===== src/rtl/branch_pkg.sv =====
// Shared types for the branch redirect path: branch kinds, redirect FSM states, flush width.
package branch_pkg;
  typedef enum logic [1:0] {BK_NONE, BK_CBZ, BK_BR, BK_B} br_kind_t;
  typedef enum logic [1:0] {S_IDLE, S_REDIRECT, S_SHADOW} redir_state_t;
  localparam int FLUSH_W = 3;
endpackage


===== src/rtl/branch_resolve.sv =====
// Combinational branch decision: taken flag and target select from kind, zero flag and targets.
module branch_resolve
  import branch_pkg::*;
#(
  parameter int PC_W = 64
) (
  input  br_kind_t          br_kind,
  input  logic              br_zero,
  input  logic [PC_W-1:0]   imm_target,
  input  logic [PC_W-1:0]   abs_target,
  output logic              taken,
  output logic [PC_W-1:0]   target
);

  always_comb begin
    taken  = 1'b0;
    target = imm_target;
    case (br_kind)
      BK_CBZ:  taken = br_zero;
      BK_BR: begin
        taken  = 1'b1;
        target = abs_target;
      end
      BK_B:    taken = 1'b1;
      default: taken = 1'b0;
    endcase
  end

endmodule


===== src/rtl/branch_redirect_ctrl.sv =====
// PC redirect sequencer: IDLE -> REDIRECT (valid/ready to fetch, flush) -> SHADOW (drop wrong-path branches).
// Optional statistics counters are built only when BRANCH_STATS_EN is defined.
module branch_redirect_ctrl
  import branch_pkg::*;
#(
  parameter int PC_W     = 64,
  parameter int SHADOW_N = 3,
  parameter int CNT_W    = 32
) (
  input  logic               clk,
  input  logic               reset,
  input  logic               br_valid,
  input  logic [1:0]         br_kind,
  input  logic               br_zero,
  input  logic [PC_W-1:0]    imm_target,
  input  logic [PC_W-1:0]    abs_target,
  output logic               redir_valid,
  input  logic               redir_ready,
  output logic [PC_W-1:0]    redir_pc,
  output logic [FLUSH_W-1:0] flush,
  output logic               stall_mem,
  output logic               squashed
`ifdef BRANCH_STATS_EN
  ,
  output logic [CNT_W-1:0]   taken_cnt,
  output logic [CNT_W-1:0]   ntaken_cnt
`endif
);

  localparam int SH_W = $clog2(SHADOW_N + 1);
  localparam logic [SH_W-1:0] SHADOW_LAST = SH_W'(SHADOW_N - 1);

  redir_state_t    state;
  logic [SH_W-1:0] cnt;
  logic            taken;
  logic [PC_W-1:0] target;
  logic            live_br;

  branch_resolve #(.PC_W(PC_W)) u_resolve (
    .br_kind    (br_kind_t'(br_kind)),
    .br_zero    (br_zero),
    .imm_target (imm_target),
    .abs_target (abs_target),
    .taken      (taken),
    .target     (target)
  );

  assign live_br     = br_valid && (br_kind != BK_NONE);
  assign redir_valid = (state == S_REDIRECT);
  assign flush       = {FLUSH_W{redir_valid}};
  assign stall_mem   = redir_valid;
  assign squashed    = (state == S_SHADOW) && live_br;

  // cnt counts down from SHADOW_N-1 so that SHADOW spans exactly SHADOW_N cycles
  always_ff @(posedge clk) begin
    if (!reset) begin
      state    <= S_IDLE;
      cnt      <= '0;
      redir_pc <= '0;
    end else begin
      case (state)
        S_IDLE: begin
          if (br_valid && taken) begin
            state    <= S_REDIRECT;
            redir_pc <= target;
          end
        end
        S_REDIRECT: begin
          if (redir_ready) begin
            state <= S_SHADOW;
            cnt   <= SHADOW_LAST;
          end
        end
        S_SHADOW: begin
          if (cnt == '0) state <= S_IDLE;
          else           cnt   <= cnt - 1'b1;
        end
        default: state <= S_IDLE;
      endcase
    end
  end

`ifdef BRANCH_STATS_EN
  // only branches resolved in IDLE are counted; shadow-squashed ones never are
  always_ff @(posedge clk) begin
    if (!reset) begin
      taken_cnt  <= '0;
      ntaken_cnt <= '0;
    end else if (state == S_IDLE && br_valid) begin
      if (taken)                       taken_cnt  <= taken_cnt + 1'b1;
      else if (br_kind != BK_NONE)     ntaken_cnt <= ntaken_cnt + 1'b1;
    end
  end
`else
`endif

endmodule


===== config.mk =====
export PLATFORM = sky130hd
export DESIGN_NAME = branch_redirect_ctrl
export DESIGN_NICKNAME = d
export VERILOG_FILES = /design/src/rtl/branch_pkg.sv /design/src/rtl/branch_resolve.sv /design/src/rtl/branch_redirect_ctrl.sv
export SDC_FILE = /design/constraint.sdc
export NUM_CORES = 1
export LEC_CHECK = 0
export CAP_MARGIN = 5
export CORE_ASPECT_RATIO = 0.7
export CORE_UTILIZATION = 40
export DETAILED_ROUTE_END_ITERATION = 6
export PLACE_DENSITY = 0.81
export SLEW_MARGIN = 10
export SYNTH_ARGS = -nofsm -noshare
export SYNTH_HDL_FRONTEND = slang
export SYNTH_HIERARCHICAL = 1
export SYNTH_SLANG_ARGS = --single-unit

===== constraint.sdc =====
create_clock -name clk -period 1.62 [get_ports clk]
set_input_delay 0.162 -clock clk [delete_from_list [all_inputs] [get_ports clk]]
set_output_delay 0.162 -clock clk [all_outputs]
set_load 0.02 [all_outputs]

; After elaboration in Yosys (flattened, before gate mapping)
; Index checks and enable logic that the tools add are counted.
[word_totals]
regBits = 68
inputBits = 135
word_cells = 32
[classes]
add_sub_neg = 1
eq_ne = 9
mux = 8
reduce_logical = 11
[op_table]
columns = cell, n
row1 = $mux 64, 1
row2 = $mux 2, 4
row3 = $eq 2x2->1 const B, 3
row4 = $pmux 2 s3, 1
row5 = $reduce_and 3->1, 2
row6 = $eq 2x1->1 const B, 2
row7 = $logic_not 2->1, 2
row8 = $ne 2x1->1 const B, 2
row9 = $ne 2x2->1 const B, 2
row10 = $pmux 2 s2, 1
row11 = $reduce_bool 2->1, 2
row12 = $logic_and 1x1->1, 3
row13 = $pmux 1 s2, 1
row14 = $reduce_and 2->1, 1
row15 = $reduce_or 2->1, 1
row16 = $sub 2x1->2 const B, 1

; Depth between registers and ports, before layout
[logic_depth]
ltp_word = 6
depth_mapped = 6
depth_no_buf = 5

; Cells and area by module
; The synthesis kept the hierarchy.
[modules_own_cells]
columns = module, instances, cells_per_inst, area_per_inst_um2, seq_area_each_um2
row1 = branch_redirect_ctrl, 1, 305, 2870.3, 1361.3
row2 = branch_resolve, 1, 73, 1108.6, 0.0

; Least setup slack after synthesis
; Ideal clock, no wire load.
[synth_timing]
path_kind = flip-flop to flip-flop
from = register state[0]
to = register cnt[1]
t_arrival_ps = 1261
required_time_ps = 1562
slack_ps = 301
stages_incl_launch_ff = 4
period_less_slack_ps = 1319
cell_sequence = dfxtp_1 -> nor2b_1 -> a22o_1 -> o211a_1
[synth_between]
elab_chain_len = 3
word_cells_on_any_way = 7
cone_classes = eq/ne (4) / mux (1) / reduce/logical (2)
[synth_rtl]
columns = element, line_no
row1 = "start, declared", branch_redirect_ctrl.sv:33  ; redir_state_t state;
row2 = "start signal, assigned", branch_redirect_ctrl.sv:57  ; state <= S_IDLE;
row3 = "start signal, assigned", branch_redirect_ctrl.sv:64  ; state <= S_REDIRECT;
row4 = "start signal, assigned", branch_redirect_ctrl.sv:70  ; state <= S_SHADOW;
row5 = $eq 2x1->1 *, n/a
row6 = named net redir_valid, branch_redirect_ctrl.sv:17  ; output logic redir_valid,
row7 = $ne 2x1->1 (no line) or $reduce_bool 2->1 (tied branches), n/a
row8 = $reduce_and 3->1 (no line), n/a
row9 = "end signal, assigned", branch_redirect_ctrl.sv:76  ; else cnt <= cnt - 1'b1;
row10 = "end, declared", branch_redirect_ctrl.sv:34  ; logic [SH_W-1:0] cnt;
; Mark *: on every way through the listed nets, which the timed path passes. The rest lies on a longest branch.
; A chain may end at the register's enable or synchronous reset.

; Final worst setup path
[layout_timing]
from = input port br_kind[0]
to = register redir_pc[58]
[layout_between]
word_cells_on_any_way = 8
cone_classes = eq/ne (3) / mux (2) / reduce/logical (3)
[layout_rtl]
columns = element, line_no
row1 = "start, declared", branch_redirect_ctrl.sv:13  ; input logic [1:0] br_kind,
row2 = $eq 2x2->1, branch_resolve.sv:18  ; case (br_kind)
row3 = $mux 64, branch_resolve.sv:18
row4 = named net target[58], branch_redirect_ctrl.sv:36  ; logic [PC_W-1:0] target;
row5 = "end signal, assigned", branch_redirect_ctrl.sv:65  ; redir_pc <= target;
row6 = "end, declared", branch_redirect_ctrl.sv:19  ; output logic [PC_W-1:0] redir_pc,
; The timed path passes the listed nets, and every way through them passes these cells.

==> results.json <==
{
  "r2r_start": "state[1]",
  "first_pass_iters": 4,
  "grt_pass1_vias": 3259,
  "slew_headroom_pct": 81.8,
  "viasPerCell": 4.63,
  "cts-root-buf": "clkbuf_16",
  "clock_latency_ps": 320,
  "holdWs_ps": 321,
  "p_clk_share_pct": 39.6,
  "critPathTopFamily": "buffers and inverters",
  "start_util_pct": 41.1,
  "cp_slowest_cell": "clkdlybuf4s50_1",
  "layout_min_cycle_time_ps": 1490,
  "drc": 0,
  "antenna_found_initial": 0,
  "dr.first_iter.drc_count": 95,
  "synth_area_sq_mm": 0.00398,
  "area_growth_pct": 59.9,
  "slowest_delay_ps": 420,
  "numPortBuffers": 204,
  "holdPathStages": 3,
  "cts_buffer_depth": 2,
  "peakVddDrop_uv": 615,
  "finalCritPeriodShare_pct": 92.3,
  "switching_share_pct": 24.3,
  "num_io_pins": 205,
  "place.gp.congestion": 0.749,
  "fin_util_pct": 65.7,
  "num_vias": 3286,
  "synth.distinct_cells": 30,
  "antenna_left": 0,
  "crit_chain": "clkdlybuf4s50_1, buf_4, nor2b_4, buf_12, mux2_2, nand2_1, a21boi_2",
  "min_to": "cnt[1]",
  "power_frac_comb_pct": 25.6,
  "drive_above_1_share_pct": 26.7,
  "synth_nets": 514,
  "track_usage_pct": 19.2,
  "tightestPinTransition_ps": 273,
  "slew_violations": 0,
  "hp-start": "reset",
  "ys_ff_latch": 68,
  "syn_area_per_cell_sq_um": 10.5,
  "yosysSeqAreaShare_pct": 34.2,
  "critPathMaxFanout": 35,
  "die_w_um": 121,
  "setup_viol": 0,
  "antenna_cells": 0,
  "h-tree-depth": 3,
  "die_height_um": 85.4,
  "powerDensity_mw_per_mm2": 827,
  "pwr-share-seq_pct": 34.8,
  "grt_setup_unrepaired": "no",
  "clock-skew-final_ps": 4.30,
  "grt_pass1_wl_um": 15300,
  "cts_num_sinks": 68,
  "critical_path_class": "in -> reg",
  "critPathArrivalTime_ps": 1710,
  "cell_internal_pwr_mw": 3.98,
  "critPathCaptureType": "flop",
  "hp-class": "in -> reg",
  "required_ps": 1840,
  "die-area_sq_mm": 0.0104,
  "num_rows": 30,
  "rrSetupSlack_ps": 290,
  "rr_endpoint": "redir_pc[30]",
  "nets": 712,
  "synth_cells": 378,
  "avgRoutedWirePerCell_um": 13.8,
  "grt_start_max_net_pins": 69,
  "totalWireLength_um": 9770,
  "ys_warn_count": 6,
  "fmax_mhz": 669,
  "hold_viol": 0,
  "crit_path_start_kind": "input pin",
  "core_area_sq_mm": 0.00968,
  "cts_buffers": 9,
  "switching_power_mw": 1.28,
  "hpwl_um": 7510,
  "status": "finished clean",
  "crit_buf_inv": 3,
  "power_leakage_nw": 2.44,
  "overflow": 0,
  "cap_violations": 0,
  "postCtsSetupBuffers": 0,
  "cts.clk_slew.worst_paths_ps": 50,
  "cts_tree": "done",
  "r2r_cells": 5
}
## cell usage after synthesis
cell type / number / area [sq um]
and2_1: 1 / 6.26
o211a_1: 1 / 10.0
nor3b_1: 1 / 7.51
ha_1: 1 / 12.5
mux2_4: 60 / 901
nor2_1: 2 / 7.51
nand3_1: 1 / 5.00
a21o_2: 1 / 8.76
dfxtp_1: 68 / 1360
a21boi_1: 8 / 60.1
nand2_1: 130 / 488
a21boi_0: 6 / 45.0
inv_1: 2 / 7.51
buf_8: 5 / 75.1
buf_12: 8 / 160
a22o_1: 1 / 8.76
nor2b_1: 2 / 12.5
clkbuf_4: 2 / 15.0
a21boi_2: 50 / 563
buf_4: 9 / 67.6
nand4bb_1: 1 / 11.3
a21oi_1: 1 / 5.00
nor2b_4: 1 / 13.8
mux2i_1: 1 / 10.0
clkbuf_1: 7 / 26.3
mux2_2: 4 / 45.0
o21a_1: 1 / 7.51
and4bb_4: 1 / 16.3
nor4bb_1: 1 / 10.0
buf_6: 1 / 11.3
## state kept, by name, summed over array words and instances (netlist names)
signal	count
redir_pc	64
state	2
cnt	2
## power groups by stage
stage	logic, mW	clock network (mW)	registers [mW]
finish	1.35	2.09	1.83
global route	1.44	2.24	1.84
CTS	1.37	2.14	1.83
detailed placement	1.37	0	1.87
global placement	1.34	0	1.86
floorplan	0.631	0	1.98
## layout by cell type (no fill, tap or decap), types with 2 or more instances in the layout
cell and n:
clkdlybuf4s50_1 197, nand2_1 130, dfxtp_1 68, mux2_4 60, a21boi_2 50, clkbuf_16 9, buf_12 9, a21boi_1 8
a21boi_0 6, buf_4 6, clkbuf_2 5, mux2_2 4, clkinvlp_4 3, inv_1 2, nor2_1 2, nor2b_1 2
bufinv_16 2
## worst register-to-register path: cells and delay by family, from the launching register on
family	cells	cell delay [ps]
flip-flops	1	320
AO/OA/AOI/OAI	1	150
buffers and inverters	2	340
AND/OR/NAND/NOR	2	450
## worst max path at each step
stage / to / from / slack (ps) / cells past startpoint
2_1_floorplan: cnt[1] / state[0] / 300 / 3
3_3_place_gp: redir_pc[59] / br_kind[0] / -160 / 7
3_5_place_dp: redir_pc[58] / br_kind[0] / -200 / 7
4_1_cts: flush[2] / state[0] / 20 / 3
5_1_grt: squashed / br_kind[1] / 50 / 4
6_report: redir_pc[58] / br_kind[0] / 130 / 7
## repair_timing
item / CTS / global route
hold buffers: 0 / 0
hold endpoints to repair: 0 / 0
gates resized for setup: 7 / 9
endpoints found under the setup margin: 6 / 5
## cell families (layout without fill, tap and decap cells)
kind of cell	Yosys count	count (layout)	synth area share, %
and+or+nand+nor	141	141	14.5
buffers and inverters	34	237	9.12
AOI/OAI and AO/OA	69	69	17.8
DFF	68	68	34.2
muxes	65	65	24.0
adders and majority gates	1	1	0.314
## area by class of cell
class	count	area, sq um
Clock buffer	10	239
Clock inverter	6	87.6
Fill cell	742	3320
Inverter	2	7.51
Multi-Input combinational cell	276	2270
Sequential cell	68	1360
Tap cell	128	160
Timing Repair Buffer	219	2240
## layer usage
layer  share of wire [%]  global-route usage [%]  up-vias
li1                    -                       -     1652
met2                  50                    34.8      130
met5                   0                       0        -
met1                  40                    20.3     1496
met3                 9.8                    7.86        8
met4                0.82                    5.95        0
## through the flow
stage | instance area (sq um) | power (mW) | setup slack, ps | TNS (ps) | std cells
6_report | 6360 | 5.26 | 125 | 0 | 709
5_1_grt | 6360 | 5.52 | 54.2 | 0 | 709
3_5_place_dp | 6060 | 3.23 | -201 | -8840 | 693
3_3_place_gp | 6060 | 3.20 | -156 | -7020 | 693
2_1_floorplan | 3980 | 2.61 | 301 | 0 | 378
4_1_cts | 6380 | 5.34 | 15.6 | 0 | 709
(Power assumes the default switching activity.)
==> variant, RTL diff (config.mk and constraints unchanged) <==
Register the inputs `imm_target` and `abs_target` before use, without a reset. The logic sees them one clock later. The other inputs are not delayed to match.
--- a/src/rtl/branch_redirect_ctrl.sv
+++ b/src/rtl/branch_redirect_ctrl.sv
@@ -30,6 +30,14 @@
   localparam int SH_W = $clog2(SHADOW_N + 1);
   localparam logic [SH_W-1:0] SHADOW_LAST = SH_W'(SHADOW_N - 1);
 
+  logic [PC_W-1:0] imm_target_q;
+  logic [PC_W-1:0] abs_target_q;
+
+  always_ff @(posedge clk) begin
+    imm_target_q <= imm_target;
+    abs_target_q <= abs_target;
+  end
+
   redir_state_t    state;
   logic [SH_W-1:0] cnt;
   logic            taken;
@@ -39,8 +47,8 @@
   branch_resolve #(.PC_W(PC_W)) u_resolve (
     .br_kind    (br_kind_t'(br_kind)),
     .br_zero    (br_zero),
-    .imm_target (imm_target),
-    .abs_target (abs_target),
+    .imm_target (imm_target_q),
+    .abs_target (abs_target_q),
     .taken      (taken),
     .target     (target)
   );
Formal check against the unedited RTL: not equivalent (a bounded check fails within 4 cycles, from zero or initial values and one cycle with reset low).
==> variant against the unedited design <==
  * Sequential share of layout area increased by 21 points
  * Power increased by 100%
  * Hold slack lost 140 ps
  * Wire length is 39% higher
  * Area after synthesis rose by 64%
  * Critical path type is now input pin to output port
  * Utilization shrank 6.8 points
  * Design area rose by 46%
  * Setup slack worse by 68 ps
  * Highest routed layer unchanged
  * Sequential cell count rose by 128
==> variant: results (changes against the unedited design) <==
metric;value;unit;change
status;finished clean;;
rr_startpoint;state[0];;
first_global_vias;4392;;+35%
vdd.ir_drop.worst;0.534;mV;-13%
clk-insertion-delay-late;420;ps;+100 ps
grt_max_degree;42;;-39%
synth_area_leaders;dfxtp_1 (60%), mux2_4 (14%), a21boi_2 (8.6%);;
routedWlPerCell;14.5;um;+5.2%
reg_top3;abs_target_q x64, imm_target_q x64, redir_pc x64;;
cts_inserted_buffers;17;;+8
wl;13.6;mm;+39%
grt_pass1_wl;21.3;mm;+39%
final_design_area_no_fill;9260;sq um;+46%
postSynthAreaPerCell;12.9;sq um;+23%
r2r_slack;320;ps;+30 ps
period_minus_slack;1560;ps;+68.2 ps
rr_endpoint;redir_pc[55];;
cts_resized;10;;+3
initialDrtViolationCount;174;;+83%
placed_area;8670;sq um;+43%
critPathMaxFanout;3;;-91%
mappedNetlistNets;642;;+25%
worst-r2r-cell-count;4;;-1
p_leak;3.67;nW;+50%
worst_ep_arrival_time;1400;ps;-310 ps
timing.hold.ws;178;ps;-144 ps
via_per_inst;4.49;;-3.2%
fin_worst_skew;7.81;ps;+3.51 ps
synth-seq-area-share;60.0;%;+26 points
cts_max_level;4;;+1
-- variant: changes by cell type in the layout (fill, tap and decap cells not counted), sizes merged, moves of 3 or more --
cell	change
dfxtp	+128
clkbuf	+9
inv	+5
buf	-4
clkdlybuf4s50	-3
dlymetal6s2s	+3
-- variant: worst max-delay path: stages --
cell	delay, ps
clkdlybuf4s50_1	560
nor2_1	100
nor4bb_2	270
clkdlybuf4s15_2	310
-- variant: worst min path at each step --
stage	from	end	cells after the start
floorplan	abs_target[0]	abs_target_q[0]	0
global placement	redir_pc[59]	redir_pc[59]	2
detailed placement	redir_pc[21]	redir_pc[21]	2
CTS	abs_target[0]	abs_target_q[0]	1
global route	abs_target[49]	abs_target_q[49]	1
finish	abs_target[49]	abs_target_q[49]	1
-- variant: power groups by stage --
stage               combinational (mW)  clock [mW]  sequential (mW)
global route                      1.41        4.59             5.22
detailed placement                1.35           0             5.30
finish                            1.33        4.23             5.19
global placement                  1.31           0             5.29
CTS                               1.35        4.34             5.19
floorplan                        0.631           0             5.40
-- variant: final cells by class --
class,count,share of cell area (%)
Sequential cell,196,42.4
Multi-Input combinational cell,276,24.6
Timing Repair Buffer,215,23.5
Clock buffer,19,4.89
Tap cell,220,2.97
Clock inverter,12,1.58
Inverter,2,0.0811
-- variant: per-layer routing --
layer | track usage (%) | wire length [um] | vias to the layer above
li1 | - | - | 2055
met2 | 29.1 | 6700 | 131
met4 | 5.80 | 135 | 0
met1 | 19.0 | 5940 | 2020
met5 | 0 | 0 | -
met3 | 5.60 | 839 | 11
-- variant: kinds of logic after synthesis --
| family | Yosys count | share of synthesized area, % |
|---|---|---|
| compound gates | 69 | 10.8 |
| fa+ha+maj | 1 | 0.191 |
| buf+inv | 34 | 5.55 |
| flops | 196 | 60.0 |
| mux | 65 | 14.6 |
| simple gates | 141 | 8.84 |
